[src/rtl/tile_memory_arbiter_if.sv]
// Bus bundle between the tile-map arbiter, its three users (CPU, video, clear) and the RAM.
// The slave view belongs to the arbiter; the master view is everything around it.
interface tile_memory_arbiter_if #(
  parameter int unsigned ADDR_W = 12,
  parameter int unsigned DATA_W = 7
);
  logic              cpu_valid;
  logic              cpu_we;
  logic [ADDR_W-1:0] cpu_addr;
  logic [7:0]        cpu_wdata;
  logic              cpu_ready;
  logic [7:0]        cpu_rdata;

  logic              vid_ren;
  logic [ADDR_W-1:0] vid_addr;
  logic              vid_rvalid;
  logic [DATA_W-1:0] vid_rdata;

  logic              clr_start;
  logic [DATA_W-1:0] clr_value;
  logic              clr_busy;

  logic              mem_wen;
  logic [ADDR_W-1:0] mem_waddr;
  logic [7:0]        mem_wdata;
  logic              mem_ren;
  logic [ADDR_W-1:0] mem_raddr;
  logic [DATA_W-1:0] mem_rdata;

  modport slave (
    input  cpu_valid, cpu_we, cpu_addr, cpu_wdata,
    output cpu_ready, cpu_rdata,
    input  vid_ren, vid_addr,
    output vid_rvalid, vid_rdata,
    input  clr_start, clr_value,
    output clr_busy,
    output mem_wen, mem_waddr, mem_wdata, mem_ren, mem_raddr,
    input  mem_rdata
  );

  modport master (
    output cpu_valid, cpu_we, cpu_addr, cpu_wdata,
    input  cpu_ready, cpu_rdata,
    output vid_ren, vid_addr,
    input  vid_rvalid, vid_rdata,
    output clr_start, clr_value,
    input  clr_busy,
    input  mem_wen, mem_waddr, mem_wdata, mem_ren, mem_raddr,
    output mem_rdata
  );
endinterface

[src/rtl/tile_memory_arbiter.sv]
// Shares the two ports of the tile-map RAM between CPU, video fetcher and a fill engine.
// Video owns the read port; CPU reads use idle read cycles; CPU writes and clear share writes.
module tile_memory_arbiter #(
  parameter int unsigned ADDR_W = 12,
  parameter int unsigned DATA_W = 7
) (
  input logic                   clk,
  input logic                   resetn,
  tile_memory_arbiter_if.slave  bus
);

  typedef enum logic [1:0] {StIdle, StRdWait, StAck, StClear} state_e;

  localparam logic [ADDR_W-1:0] LastAddr = '1;

  state_e            state;
  logic [ADDR_W-1:0] clr_cnt;
  logic [DATA_W-1:0] clr_val;
  logic              clr_pend;
  logic              cpu_ready_q;
  logic [7:0]        cpu_rdata_q;
  logic              vid_rvalid_q;

  logic              cpu_rd_issue;
  logic              cpu_wr_accept;

  assign cpu_rd_issue = (state == StIdle) & bus.cpu_valid & ~bus.cpu_we & ~bus.vid_ren
                        & ~clr_pend;
  // A clear requested in the same cycle holds the write back, so the fill cannot overwrite it.
  assign cpu_wr_accept = (state == StIdle) & bus.cpu_valid & bus.cpu_we & ~clr_pend
                         & ~bus.clr_start;

  always_comb begin
    bus.mem_ren   = resetn & (bus.vid_ren | cpu_rd_issue);
    bus.mem_raddr = bus.vid_ren ? bus.vid_addr : bus.cpu_addr;
    bus.mem_wen   = 1'b0;
    bus.mem_waddr = bus.cpu_addr;
    bus.mem_wdata = bus.cpu_wdata;
    if (state == StClear) begin
      bus.mem_wen   = resetn;
      bus.mem_waddr = clr_cnt;
      bus.mem_wdata = 8'(clr_val);
    end else if (cpu_wr_accept) begin
      bus.mem_wen   = resetn;
    end
  end

  always_ff @(posedge clk or negedge resetn) begin
    if (!resetn) begin
      state        <= StIdle;
      clr_cnt      <= '0;
      clr_val      <= '0;
      clr_pend     <= 1'b0;
      cpu_ready_q  <= 1'b0;
      cpu_rdata_q  <= '0;
      vid_rvalid_q <= 1'b0;
    end else begin
      cpu_ready_q  <= 1'b0;
      vid_rvalid_q <= bus.vid_ren;
      if (bus.clr_start && state != StClear) begin
        clr_pend <= 1'b1;
      end
      unique case (state)
        StIdle: begin
          if (clr_pend) begin
            state    <= StClear;
            clr_pend <= 1'b0;
            clr_val  <= bus.clr_value;
            clr_cnt  <= '0;
          end else if (cpu_wr_accept) begin
            state       <= StAck;
            cpu_ready_q <= 1'b1;
          end else if (cpu_rd_issue) begin
            state <= StRdWait;
          end
        end
        StRdWait: begin
          // RAM output here is the CPU result even if video issues a new read now.
          cpu_rdata_q <= 8'(bus.mem_rdata);
          cpu_ready_q <= 1'b1;
          state       <= StAck;
        end
        StAck: begin
          state <= StIdle;
        end
        StClear: begin
          clr_cnt <= clr_cnt + 1'b1;
          if (clr_cnt == LastAddr) begin
            state <= StIdle;
          end
        end
        default: state <= StIdle;
      endcase
    end
  end

  assign bus.cpu_ready  = cpu_ready_q;
  assign bus.cpu_rdata  = cpu_rdata_q;
  assign bus.vid_rvalid = vid_rvalid_q;
  assign bus.vid_rdata  = bus.mem_rdata;
  assign bus.clr_busy   = clr_pend | (state == StClear);

endmodule

[src/flat_wrapper.sv]
// flat-port wrapper written by rule: the top's interface ports become plain ports
module tile_memory_arbiter_flat 
#(
  parameter int unsigned ADDR_W = 12,
  parameter int unsigned DATA_W = 7
)
  (clk, resetn, bus_cpu_valid, bus_cpu_we, bus_cpu_addr, bus_cpu_wdata, bus_cpu_ready, bus_cpu_rdata, bus_vid_ren, bus_vid_addr, bus_vid_rvalid, bus_vid_rdata, bus_clr_start, bus_clr_value, bus_clr_busy, bus_mem_wen, bus_mem_waddr, bus_mem_wdata, bus_mem_ren, bus_mem_raddr, bus_mem_rdata);
  tile_memory_arbiter_if #(.ADDR_W(ADDR_W), .DATA_W(DATA_W)) bus_i ();
  input logic clk;
  input logic resetn;
  input wire logic [$bits(bus_i.cpu_valid)-1:0] bus_cpu_valid;
  input wire logic [$bits(bus_i.cpu_we)-1:0] bus_cpu_we;
  input wire logic [$bits(bus_i.cpu_addr)-1:0] bus_cpu_addr;
  input wire logic [$bits(bus_i.cpu_wdata)-1:0] bus_cpu_wdata;
  output wire logic [$bits(bus_i.cpu_ready)-1:0] bus_cpu_ready;
  output wire logic [$bits(bus_i.cpu_rdata)-1:0] bus_cpu_rdata;
  input wire logic [$bits(bus_i.vid_ren)-1:0] bus_vid_ren;
  input wire logic [$bits(bus_i.vid_addr)-1:0] bus_vid_addr;
  output wire logic [$bits(bus_i.vid_rvalid)-1:0] bus_vid_rvalid;
  output wire logic [$bits(bus_i.vid_rdata)-1:0] bus_vid_rdata;
  input wire logic [$bits(bus_i.clr_start)-1:0] bus_clr_start;
  input wire logic [$bits(bus_i.clr_value)-1:0] bus_clr_value;
  output wire logic [$bits(bus_i.clr_busy)-1:0] bus_clr_busy;
  output wire logic [$bits(bus_i.mem_wen)-1:0] bus_mem_wen;
  output wire logic [$bits(bus_i.mem_waddr)-1:0] bus_mem_waddr;
  output wire logic [$bits(bus_i.mem_wdata)-1:0] bus_mem_wdata;
  output wire logic [$bits(bus_i.mem_ren)-1:0] bus_mem_ren;
  output wire logic [$bits(bus_i.mem_raddr)-1:0] bus_mem_raddr;
  input wire logic [$bits(bus_i.mem_rdata)-1:0] bus_mem_rdata;
  assign bus_i.cpu_valid = bus_cpu_valid;
  assign bus_i.cpu_we = bus_cpu_we;
  assign bus_i.cpu_addr = bus_cpu_addr;
  assign bus_i.cpu_wdata = bus_cpu_wdata;
  assign bus_cpu_ready = bus_i.cpu_ready;
  assign bus_cpu_rdata = bus_i.cpu_rdata;
  assign bus_i.vid_ren = bus_vid_ren;
  assign bus_i.vid_addr = bus_vid_addr;
  assign bus_vid_rvalid = bus_i.vid_rvalid;
  assign bus_vid_rdata = bus_i.vid_rdata;
  assign bus_i.clr_start = bus_clr_start;
  assign bus_i.clr_value = bus_clr_value;
  assign bus_clr_busy = bus_i.clr_busy;
  assign bus_mem_wen = bus_i.mem_wen;
  assign bus_mem_waddr = bus_i.mem_waddr;
  assign bus_mem_wdata = bus_i.mem_wdata;
  assign bus_mem_ren = bus_i.mem_ren;
  assign bus_mem_raddr = bus_i.mem_raddr;
  assign bus_i.mem_rdata = bus_mem_rdata;
  tile_memory_arbiter #(.ADDR_W(ADDR_W), .DATA_W(DATA_W)) u_core (.clk(clk), .resetn(resetn), .bus(bus_i));
endmodule
[config.mk]
export PLATFORM = sky130hd
export DESIGN_NAME = tile_memory_arbiter_flat
export DESIGN_NICKNAME = d
export VERILOG_FILES = /design/src/rtl/tile_memory_arbiter_if.sv /design/src/rtl/tile_memory_arbiter.sv /design/src/flat_wrapper.sv
export SDC_FILE = /design/constraint.sdc
export NUM_CORES = 1
export LEC_CHECK = 0
export ABC_AREA = 1
export ABC_CLOCK_PERIOD_IN_PS = 1750
export CAP_MARGIN = 0
export CORE_MARGIN = 4
export CORE_UTILIZATION = 42
export CTS_BUF_LIST = sky130_fd_sc_hd__clkbuf_8 sky130_fd_sc_hd__clkbuf_16
export DETAILED_ROUTE_END_ITERATION = 16
export PLACE_DENSITY_LB_ADDON = 0.3
export SYNTH_ARGS = -nofsm -noshare
export SYNTH_HDL_FRONTEND = slang
export SYNTH_SLANG_ARGS = --single-unit
[constraint.sdc]
create_clock -name clk -period 1.75 [get_ports clk]
set_input_delay 0.35 -clock clk [delete_from_list [all_inputs] [get_ports clk]]
set_output_delay 0.35 -clock clk [all_outputs]
set_load 0.01 [all_outputs]
== Word level (Yosys, flattened, before mapping) ==
Index checks and enable logic that the tools add are counted.

* Register bits: 31
* Latch bits: 0
* Memory bits (writable): 0
* Memory bits (read-only): 0
* Input port bits: 52
* Output and inout bits: 52
* Word-level logic and storage cells: 54
* Memories: 0

* Add/subtract/negate cells: 1
* Multiply operators: 0
* Div/mod/pow operators: 0
* $lt $le $gt $ge: 0
* Equal/unequal tests: 8
* Shift operators: 0
* Mux-type cells: 18
* Bitwise operators: 14
* Reduce and logical (&&, ||, !) cells: 6

{| class="wikitable"
|+ Operators with widths
! kind !! count
|-
| 12-bit two-way mux || 3
|-
| 12-bit one-hot mux with 2 select lines || 1
|-
| 12-bit by 1-bit adder with 12-bit output, second input constant || 1
|-
| 12-bit equality test, second input constant || 1
|-
| 1-bit bitwise AND || 8
|-
| 2-bit two-way mux || 4
|-
| 8-bit two-way mux || 1
|-
| 2-bit one-hot mux with 4 select lines || 1
|-
| 1-bit two-way mux || 7
|-
| 2-bit AND reduction || 3
|-
| 2-bit equality test, second input constant || 2
|-
| 2-bit != test, second input constant || 2
|-
| 4-bit by 1-bit != test with 1-bit output, second input constant || 1
|-
| 1-bit inverter || 4
|-
| 2-bit by 1-bit equality test with 1-bit output, second input constant || 1
|-
| 2-bit zero test || 1
|-
| 2-bit by 1-bit != test with 1-bit output, second input constant || 1
|-
| 1-bit bitwise OR || 2
|-
| 1-bit one-hot mux with 2 select lines || 1
|-
| 2-bit nonzero test || 1
|-
| 1-bit logical AND || 1
|}

== Depth between registers and ports, before layout ==
* Depth after elaboration: 9
* Gate-level depth with buffers: 7
* Depth with buffers taken out: 7

== Worst setup path before layout ==
OpenSTA, ideal clock, no wires.

* Path type: flip-flop to output port
* From: register u_core.state[0]
* To: output bus_mem_waddr[5]
* Data arrival time: 1.064 ns
* Setup slack: 0.336 ns
* Stages on the path, launching flop included: 5
* Path buffers: 1
* Path through: dfrtp_1 > nand2_4 > clkinv_2 > buf_6 > o21ai_0

* Longest elaborated chain between the ends: 2

{| class="wikitable"
|+ Ends and longest elaborated chain
! what !! line !! text
|-
| start, declared || tile_memory_arbiter.sv:16 || <nowiki>state_e state;</nowiki>
|-
| start signal, assigned || tile_memory_arbiter.sv:50 || <nowiki>state <= StIdle;</nowiki>
|-
| start signal, assigned || tile_memory_arbiter.sv:66 || <nowiki>state <= StClear;</nowiki>
|-
| start signal, assigned || tile_memory_arbiter.sv:71 || <nowiki>state <= StAck;</nowiki>
|-
| 2-bit equality test || tile_memory_arbiter.sv:39 || <nowiki>if (state == StClear) begin</nowiki>
|-
| 12-bit two-way mux || tile_memory_arbiter.sv:39 ||
|-
| end, declared || flat_wrapper.sv:25 || <nowiki>output wire logic [$bits(bus_i.mem_waddr)-1:0] bus_mem_waddr;</nowiki>
|}

Every way passes these cells.

== Worst setup path in the final report ==
* From: register u_core.state[1]
* To: output bus_mem_waddr[9]

The elaborated chain is that of the path after synthesis.

==> metrics.cfg <==
[outcome]
status=finished with violations
violations=negative setup slack

[critical_path]
critPathCaptureType=output port
cp_cell_sequence=nand2_4 -> buf_6 -> buf_4 -> nor2_4 -> o21bai_1 -> buf_2
critical_path_arrival_ns=1.42
required_ns=1.40
slowest_stage=dfrtp_2
max_stage_delay_ns=0.42
path_class=register to output port
worstPathMaxFanout=6
start_kind=register

[routing]
via_per_inst=4.897
ant_nets=0
drc=0
wl_per_cell_um=14.23
vias=2233
firstDrtPassIters=4
drt_iter0_drc=73
wirelength_um=6491

[finish]
instances_no_fill=456
area.growth.synth_to_final_pct=66.45
diodes=0
fin_util_pct=72.92
drive_gt1_share_pct=22.03
nets=456

[synth]
async_flop_share_pct=100.0
synth-edff-count=0
synth.distinct_cells=27
syn_area_um2=1921
synth_top_area_share_pct=40.39
synth-seq-cells=31
synthFlopType=dfrtp_1
synth_top_area_cell=dfrtp_1
synth_fp_nets=329
synthCells=276
netlist_top_cells_area=dfrtp_1 40%, nand2_1 24%, inv_1 5.1%
synth.most_common_cell=nand2_1
synth_area_per_cell_um2=6.959
synth_common_cells=121 x nand2_1, 31 x dfrtp_1, 26 x inv_1, 17 x o21ai_0, 15 x nand3_1
yosys_warnings=0
ys_seq_area_share_pct=40.39

[timing]
finalCriticalPeriod_ns=1.773
period_share_pct=101.3
layout_setup_ws_ns=-0.02254
final_max_slew_viol_count=0
tns_ns=-0.02500
setup_viol_count_final=2
max_freq_mhz=564.2
clock_skew_ns=0.005574
rsz0062_at_grt=true
hold_violations=0

[power]
leakagePower_uw=0.001592
power_density_nw_per_um2=527.2
irDropWorstVdd_mv=0.5123

[cts]
root_buffer=clkbuf_8
cts_tree=done
cts_max_level=2
clock_latency_ns=0.30
clock_path_buffers=2
cts_buffers=5
cts_sinks=31
clk_pin_slew_ns=0.07

[die]
rows=24
pin_count=104
die_h_um=75.62
dieArea_um2=5718
core_area_um2=4384
die_w_um=75.62
initial_utilization_pct=43.81

[grt]
track_usage_pct=22.18
overflow=0
grt_pass1_vias=2063
grt_pass1_wl_um=9466
antenna_found_initial=0
grt_max_degree=32

[placement]
place.gp.congestion=0.8647
portBuffers=102
dp.cells=433
hpwl_um=4776

[hold_path]
holdCritPathClass=register to register

[flow_run]
max_cap_violations=0

## flip-flops by register name, summed over array words and instances, names as in the netlist
name	cells
u_core.state	2
u_core.clr_val	7
u_core.bus.vid_rvalid	1
u_core.bus.cpu_ready	1
u_core.clr_cnt	12
u_core.clr_pend	1
u_core.bus.cpu_rdata	7
## kinds of logic (layout without fill, tap and decap cells)
group	after synthesis	in the layout	synth area share, %
buf+inv	44	172	11.01
flops	31	31	40.39
fa+ha+maj	1	1	0.6514
simple gates	161	161	34.98
mux	7	7	4.104
compound gates	30	30	8.208
other cells	1	1	0.1953
xor+xnor	1	1	0.4561
## per-stage QoR
step                hold WS (ns)  total power [uW]  cell area, um2  setup WS, ns
floorplan                0.05441             817.6            1921        0.3357
global placement          0.4641              1039            3057       -0.3071
detailed placement        0.4708              1044            3057       -0.3440
CTS                       0.4888              1688            3222      -0.02661
global route              0.5189              1755            3197      -0.06540
finish                    0.4823              1685            3197      -0.02254
## where the power goes
| group | leakage [uW] | internal [uW] | switching (uW) | total (uW) |
|---|---|---|---|---|
| logic | 0.00119 | 186 | 109 | 295 |
| clock network | 0.0000505 | 358 | 303 | 660 |
| registers | 0.000352 | 726 | 4.13 | 730 |
| total | 0.00159 | 1270 | 416 | 1690 |
## cells in the final DEF, fill, tap and decap left out, types with 4 or more instances in the layout
cell type,instances
a21oi_1,4
buf_2,20
buf_4,27
buf_6,6
clkbuf_8,7
clkdlybuf4s50_1,66
dfrtp_1,29
dlygate4sd2_1,12
inv_1,25
mux2_2,7
nand2_1,121
nand3_1,15
nand4_1,6
nor2_1,10
nor2_4,4
o21ai_0,15
o21ai_1,4
## routing by layer
metal | share of wire [%] | GRT usage [%] | vias to the layer above | routed length [um]
met1 | 37 | 26.20 | 1028 | 2402
met4 | 1.8 | 7.379 | 0 | 120
met3 | 8.4 | 4.749 | 12 | 544
met2 | 53 | 39.79 | 84 | 3423
met5 | 0 | 0 | - | 0
li1 | - | - | 1109 | -
## final timing paths
kind | from | slack, ns | end | depth (start not counted)
max in group asynchronous | resetn | 0.95 | u_core.state[1] | 2
hold / removal | u_core.clr_val[0] | 0.48 | u_core.clr_val[0] | 2
setup / recovery | u_core.state[1] | -0.02 | bus_mem_waddr[9] | 6
hold reg to reg | u_core.clr_val[0] | 0.48 | u_core.clr_val[0] | 2
min in group asynchronous | resetn | 0.49 | u_core.bus.cpu_rdata[0] | 2
setup reg to reg | u_core.state[1] | 0.20 | u_core.clr_cnt[10] | 8
## repair_timing
| item | 4_1_cts | 5_1_grt |
|---|---|---|
| setup endpoints to repair | 35 | 21 |
| hold buffers | 0 | 0 |
| resized for setup | 107 | 22 |
| buffers inserted | 15 | 1 |
| pin swaps | 2 | 1 |
## critical path: cells and delay by family, from the launching register on
kind | cells | cell delay, ns
buffers and inverters | 3 | 0.38
DFF | 1 | 0.42
and+or+nand+nor | 2 | 0.17
AOI/OAI and AO/OA | 1 | 0.16
## final cells by class
type	instances	area, um2
fillers	340	1187
repair buffers	136	1182
multi-input cells	201	957.2
flip-flops and latches	31	778.2
inverters	28	110.1
clock buffers	7	96.34
well taps	52	65.06
clock inverters	1	7.507
Power figures use the tool's default switching activity.
